===== src/rtl/aes_round_sequencer.sv =====
// aes_round_sequencer: iterative AES-128 controller that feeds one shared round datapath for NUM_ROUNDS rounds per block.
//   in_valid/in_ready/in_state/in_key    : plaintext and key accept handshake
//   out_valid/out_ready/out_state        : ciphertext offer handshake
//   dp_state/dp_key/dp_rcon/dp_final     : round datapath operands, held for ROUND_LAT cycles per round
//   dp_state_res/dp_key_res              : round datapath results, captured on the last phase of each round
//   busy/round_idx                       : block in flight, current round (0 outside RUN)
module aes_round_sequencer #(
    parameter int ROUND_LAT  = 2,
    parameter int NUM_ROUNDS = 10
) (
    input  logic         clk,
    input  logic         rst,
    input  logic         in_valid,
    output logic         in_ready,
    input  logic [127:0] in_state,
    input  logic [127:0] in_key,
    output logic         out_valid,
    input  logic         out_ready,
    output logic [127:0] out_state,
    output logic [127:0] dp_state,
    output logic [127:0] dp_key,
    output logic [7:0]   dp_rcon,
    output logic         dp_final,
    input  logic [127:0] dp_state_res,
    input  logic [127:0] dp_key_res,
    output logic         busy,
    output logic [3:0]   round_idx
);
    typedef enum logic [1:0] {IDLE, RUN, DONE} state_t;
    localparam logic [3:0] PH_LAST  = 4'(ROUND_LAT - 1);
    localparam logic [3:0] RND_LAST = 4'(NUM_ROUNDS);
    state_t       state_q, state_d;
    logic [127:0] st_q, st_d, key_q, key_d, out_q, out_d;
    logic [7:0]   rcon_q, rcon_d;
    logic [3:0]   phase_q, phase_d, round_q, round_d;
    logic         accept, last_phase;
    assign in_ready   = (state_q == IDLE) || (state_q == DONE && out_ready);
    assign accept     = in_valid && in_ready;
    assign last_phase = phase_q == PH_LAST;
    assign out_valid  = state_q == DONE;
    assign busy       = state_q == RUN;
    assign round_idx  = round_q;
    assign out_state  = out_q;
    assign dp_state   = st_q;
    assign dp_key     = key_q;
    assign dp_rcon    = rcon_q;
    assign dp_final   = busy && round_q == RND_LAST;
    always_comb begin
        state_d = state_q;
        st_d    = st_q;
        key_d   = key_q;
        out_d   = out_q;
        rcon_d  = rcon_q;
        phase_d = phase_q;
        round_d = round_q;
        case (state_q)
            IDLE: ;
            RUN: begin
                phase_d = last_phase ? 4'd0 : phase_q + 4'd1;
                if (last_phase) begin
                    st_d    = dp_state_res;
                    key_d   = dp_key_res;
                    rcon_d  = {rcon_q[6:0], 1'b0} ^ (rcon_q[7] ? 8'h1b : 8'h00);
                    round_d = round_q == RND_LAST ? 4'd0 : round_q + 4'd1;
                    state_d = round_q == RND_LAST ? DONE : RUN;
                    out_d   = round_q == RND_LAST ? dp_state_res : out_q;
                end
            end
            DONE: state_d = out_ready ? IDLE : DONE;
            default: begin
                state_d = IDLE;
                phase_d = 4'd0;
                round_d = 4'd0;
            end
        endcase
        // A DONE handshake with a new block pending goes straight back to RUN
        if (accept) begin
            st_d    = in_state ^ in_key;
            key_d   = in_key;
            rcon_d  = 8'h01;
            phase_d = 4'd0;
            round_d = 4'd1;
            state_d = RUN;
        end
    end
    always_ff @(posedge clk) begin
        if (rst) begin
            state_q <= IDLE;
            st_q    <= '0;
            key_q   <= '0;
            out_q   <= '0;
            rcon_q  <= 8'h01;
            phase_q <= 4'd0;
            round_q <= 4'd0;
        end else begin
            state_q <= state_d;
            st_q    <= st_d;
            key_q   <= key_d;
            out_q   <= out_d;
            rcon_q  <= rcon_d;
            phase_q <= phase_d;
            round_q <= round_d;
        end
    end
endmodule


===== config.mk =====
export PLATFORM = sky130hd
export DESIGN_NAME = aes_round_sequencer
export DESIGN_NICKNAME = d
export VERILOG_FILES = /design/src/rtl/aes_round_sequencer.sv
export SDC_FILE = /design/constraint.sdc
export NUM_CORES = 1
export LEC_CHECK = 0
export BUFFER_PORTS_ARGS = -buffer_cell sky130_fd_sc_hd__buf_2
export CAP_MARGIN = 15
export CORE_AREA = 2 2 362 364
export CTS_CLUSTER_SIZE = 24
export DETAILED_ROUTE_END_ITERATION = 10
export DIE_AREA = 0 0 364 366
export HOLD_SLACK_MARGIN = 0.03
export RECOVER_POWER = 25
export SETUP_SLACK_MARGIN = 0.02
export SYNTH_ARGS = -nofsm -noshare
export SYNTH_HDL_FRONTEND = slang
export SYNTH_SLANG_ARGS = --single-unit

===== constraint.sdc =====
create_clock -name clk -period 3.7 [get_ports clk]
set_input_delay 0.74 -clock clk [delete_from_list [all_inputs] [get_ports clk]]
set_output_delay 0.74 -clock clk [all_outputs]
set_load 0.05 [all_outputs]

==> impl_metrics.tcl <==
set metrics [dict create \
    maxSlewHeadroom_pct 26.0 \
    drt_iter0_markers 1528 \
    io_pins 916 \
    core-area_mm2 0.129 \
    drv_cap 0 \
    htreeDepth 2 \
    max_clock_freq_ghz 0.330 \
    final_common_cell "nand2_1" \
    ir_worst_vdd_mv 0.312 \
    dr_total_vias 20100 \
    syn_to_final_growth_pct 43.3 \
    synth_cell_types 36 \
    root_buffer "clkbuf_16" \
    crit_type "flop to primary output" \
    reg2regPathDepth 6 \
    port_buffers 915 \
    layout_common_cells "nand2_1, buf_2, dfxtp_1" \
    postCtsSetupBuffers 0 \
    start_kind "flop" \
    arrival_ns 2.29 \
    cp_slowest_cell "ha_1" \
    synth-seq-cells 402 \
    cts_resized 0 \
    status "finished clean" \
    die-area_mm2 0.133 \
    cp_cell_sequence "inv_1 > ha_1 > nand4b_1 > inv_1 > buf_2" \
    leakagePower_nw 10.3 \
    fin_crit_sh_pct 81.9 \
    critPathTopFamily "buffers and inverters" \
    syn-cell-area_mm2 0.0185 \
    r2r-start "phase_q[0]" \
    post-route-min-period_ns 3.03 \
    drtAntennaViolNets 0 \
    worst_pin_slew_ns 1.11 \
    min_path_cells 3 \
    synth-edff-count 0 \
    dr.pass1.iters 6 \
    wl_per_cell_um 23.6 \
    initial_utilization_pct 14.4 \
    finalPower_mw 13.9 \
    die_h_um 366 \
    ys.flop_type "dfxtp_1" \
    grt_pass1_vias 19100 \
    critPathCaptureType "primary output" \
    remaining_drc_errors 0 \
    crit_required_ns 2.96 \
    clkLatencyLatePin_ns 0.65 \
    postCtsHoldBufs 0 \
    via_per_inst 4.15 \
    numCtsBuffers 53 \
    cp_num_buf_inv 3 \
    cts.sinks 402 \
    worst_slack_ns 0.671 \
    slowest_delay_ns 0.43 \
    nets 3571 \
    clock_path_buffers 3 \
    clk_pin_slew_ns 0.06 \
    avgSynthCellArea_um2 8.35 \
    rrSetupSlack_ns 0.99 \
    place_ws_ns 1.03 \
    slew_violations 0 \
    async_flop_share_pct 0 \
    critPathMostFrequentCell "inv_1" \
    globalRouteTotalUtil_pct 16.3 \
    cts_tree "done" \
    syn-num-nets 2744 \
    powerDensity_mw_per_mm2 524 \
    synthCells 2220 \
    hold_path_end "out_state[92]" \
    dpl.hpwl_mm 90.7 \
    finalSetupViolations 0 \
    r2r_end "dp_key[10]" \
    ys_warn_count 0 \
    antenna_found_initial 66 \
    rsz0062_at_grt "no" \
    die_x_um 364 \
    grt_max_degree 140 \
    globalplace.congestion 0.977 \
    holdCritStartpoint "dp_state_res[92]" \
    drt_wl_total_mm 114 \
    row_count 132 \
    drive_above_1_share_pct 33.8 \
    finalSetupTns_ns 0 \
    grt_pass1_wl_mm 155 \
    whs_ns 0.334 \
    hp-class "primary input to flop" \
    hold_viol 0 \
    ys_seq_area_share_pct 43.4 \
    cp_max_fo 9 \
    grt_overflow 0 \
    skew_ns 0.0391 \
]
==> cells in the mapped netlist, types with 2 or more instances <==
| master | count | area share (%) |
|---|---|---|
| nor2_1 | 265 | 5.4 |
| nand4_1 | 2 | 0.067 |
| a21oi_1 | 138 | 3.7 |
| buf_4 | 14 | 0.57 |
| a211oi_1 | 4 | 0.16 |
| inv_1 | 9 | 0.18 |
| a311oi_2 | 190 | 15 |
| clkbuf_1 | 109 | 2.2 |
| or3_1 | 2 | 0.067 |
| ha_1 | 8 | 0.54 |
| a31oi_1 | 2 | 0.067 |
| nand2_1 | 788 | 16 |
| o21ai_0 | 3 | 0.081 |
| buf_2 | 52 | 1.4 |
| dfxtp_1 | 402 | 43 |
| buf_6 | 9 | 0.55 |
| xor2_1 | 130 | 6.1 |
| a311oi_1 | 66 | 3.1 |
| nand3_1 | 3 | 0.081 |
| buf_1 | 5 | 0.10 |
| xnor2_1 | 4 | 0.19 |
==> report_power, final <==
group          leakage [nW]  switching (mW)  internal [mW]
clock network         0.850            2.28           3.15
logic                  6.18            2.68          0.931
registers              3.30           0.210           4.68
==> kinds of logic (layout without fill, tap and decap cells) <==
kind of cell	count (synthesis)	count (layout)	share of synthesized area, %
xor+xnor	134	134	6.33
compound gates	409	409	22.8
fa+ha+maj	8	8	0.540
buf+inv	198	1070	5.01
simple gates	1069	1069	22.0
flops	402	402	43.4
other cells	0	13	0
==> registers in the layout, summed over array words and instances (netlist names) <==
| signal | count |
|---|---|
| out_state | 128 |
| dp_rcon | 8 |
| state_q | 2 |
| dp_key | 128 |
| round_idx | 4 |
| phase_q | 4 |
| dp_state | 128 |
==> tightest hold or removal path: stages <==
cell and delay, ns:
buf_2 0.10, nand2_1 0.05, a21oi_1 0.05
==> per-stage QoR <==
| stage | util, % | cell area (µm²) | cells |
|---|---|---|---|
| CTS | 20.8 | 26800 | 4834 |
| finish | 20.6 | 26600 | 4847 |
| floorplan | - | 18500 | 2220 |
| global route | 20.6 | 26600 | 4842 |
| global placement | 19.4 | 25000 | 4734 |
| detailed placement | 19.4 | 25000 | 4734 |
==> final cells by class <==
cell class | count | area, µm²
Antenna cell | 13 | 32.5
Clock buffer | 74 | 1480
Clock inverter | 26 | 309
Fill cell | 14500 | 102000
Inverter | 9 | 33.8
Multi-Input combinational cell | 1620 | 9600
Sequential cell | 402 | 8050
Tap cell | 1742 | 2180
Timing Repair Buffer | 961 | 4900
==> how the worst max path moves through the flow <==
stage / depth (start not counted) / from / slack [ns] / to
floorplan: 9 / state_q[0] / 1.29 / dp_key[105]
global placement: 7 / out_ready / 1.04 / dp_state[36]
detailed placement: 7 / out_ready / 1.03 / dp_key[34]
CTS: 5 / state_q[1] / 0.64 / dp_final
global route: 5 / state_q[1] / 0.58 / dp_final
finish: 5 / state_q[1] / 0.67 / dp_final
==> routing by layer <==
metal	track usage, %	part of all wire (%)	vias to the layer above
li1	-	-	9192
met1	20.4	42	9714
met2	26.2	45	937
met3	5.82	9.9	211
met4	4.74	3.1	38
met5	0	0.21	-
Note: power is estimated with default switching activity, not from simulation.
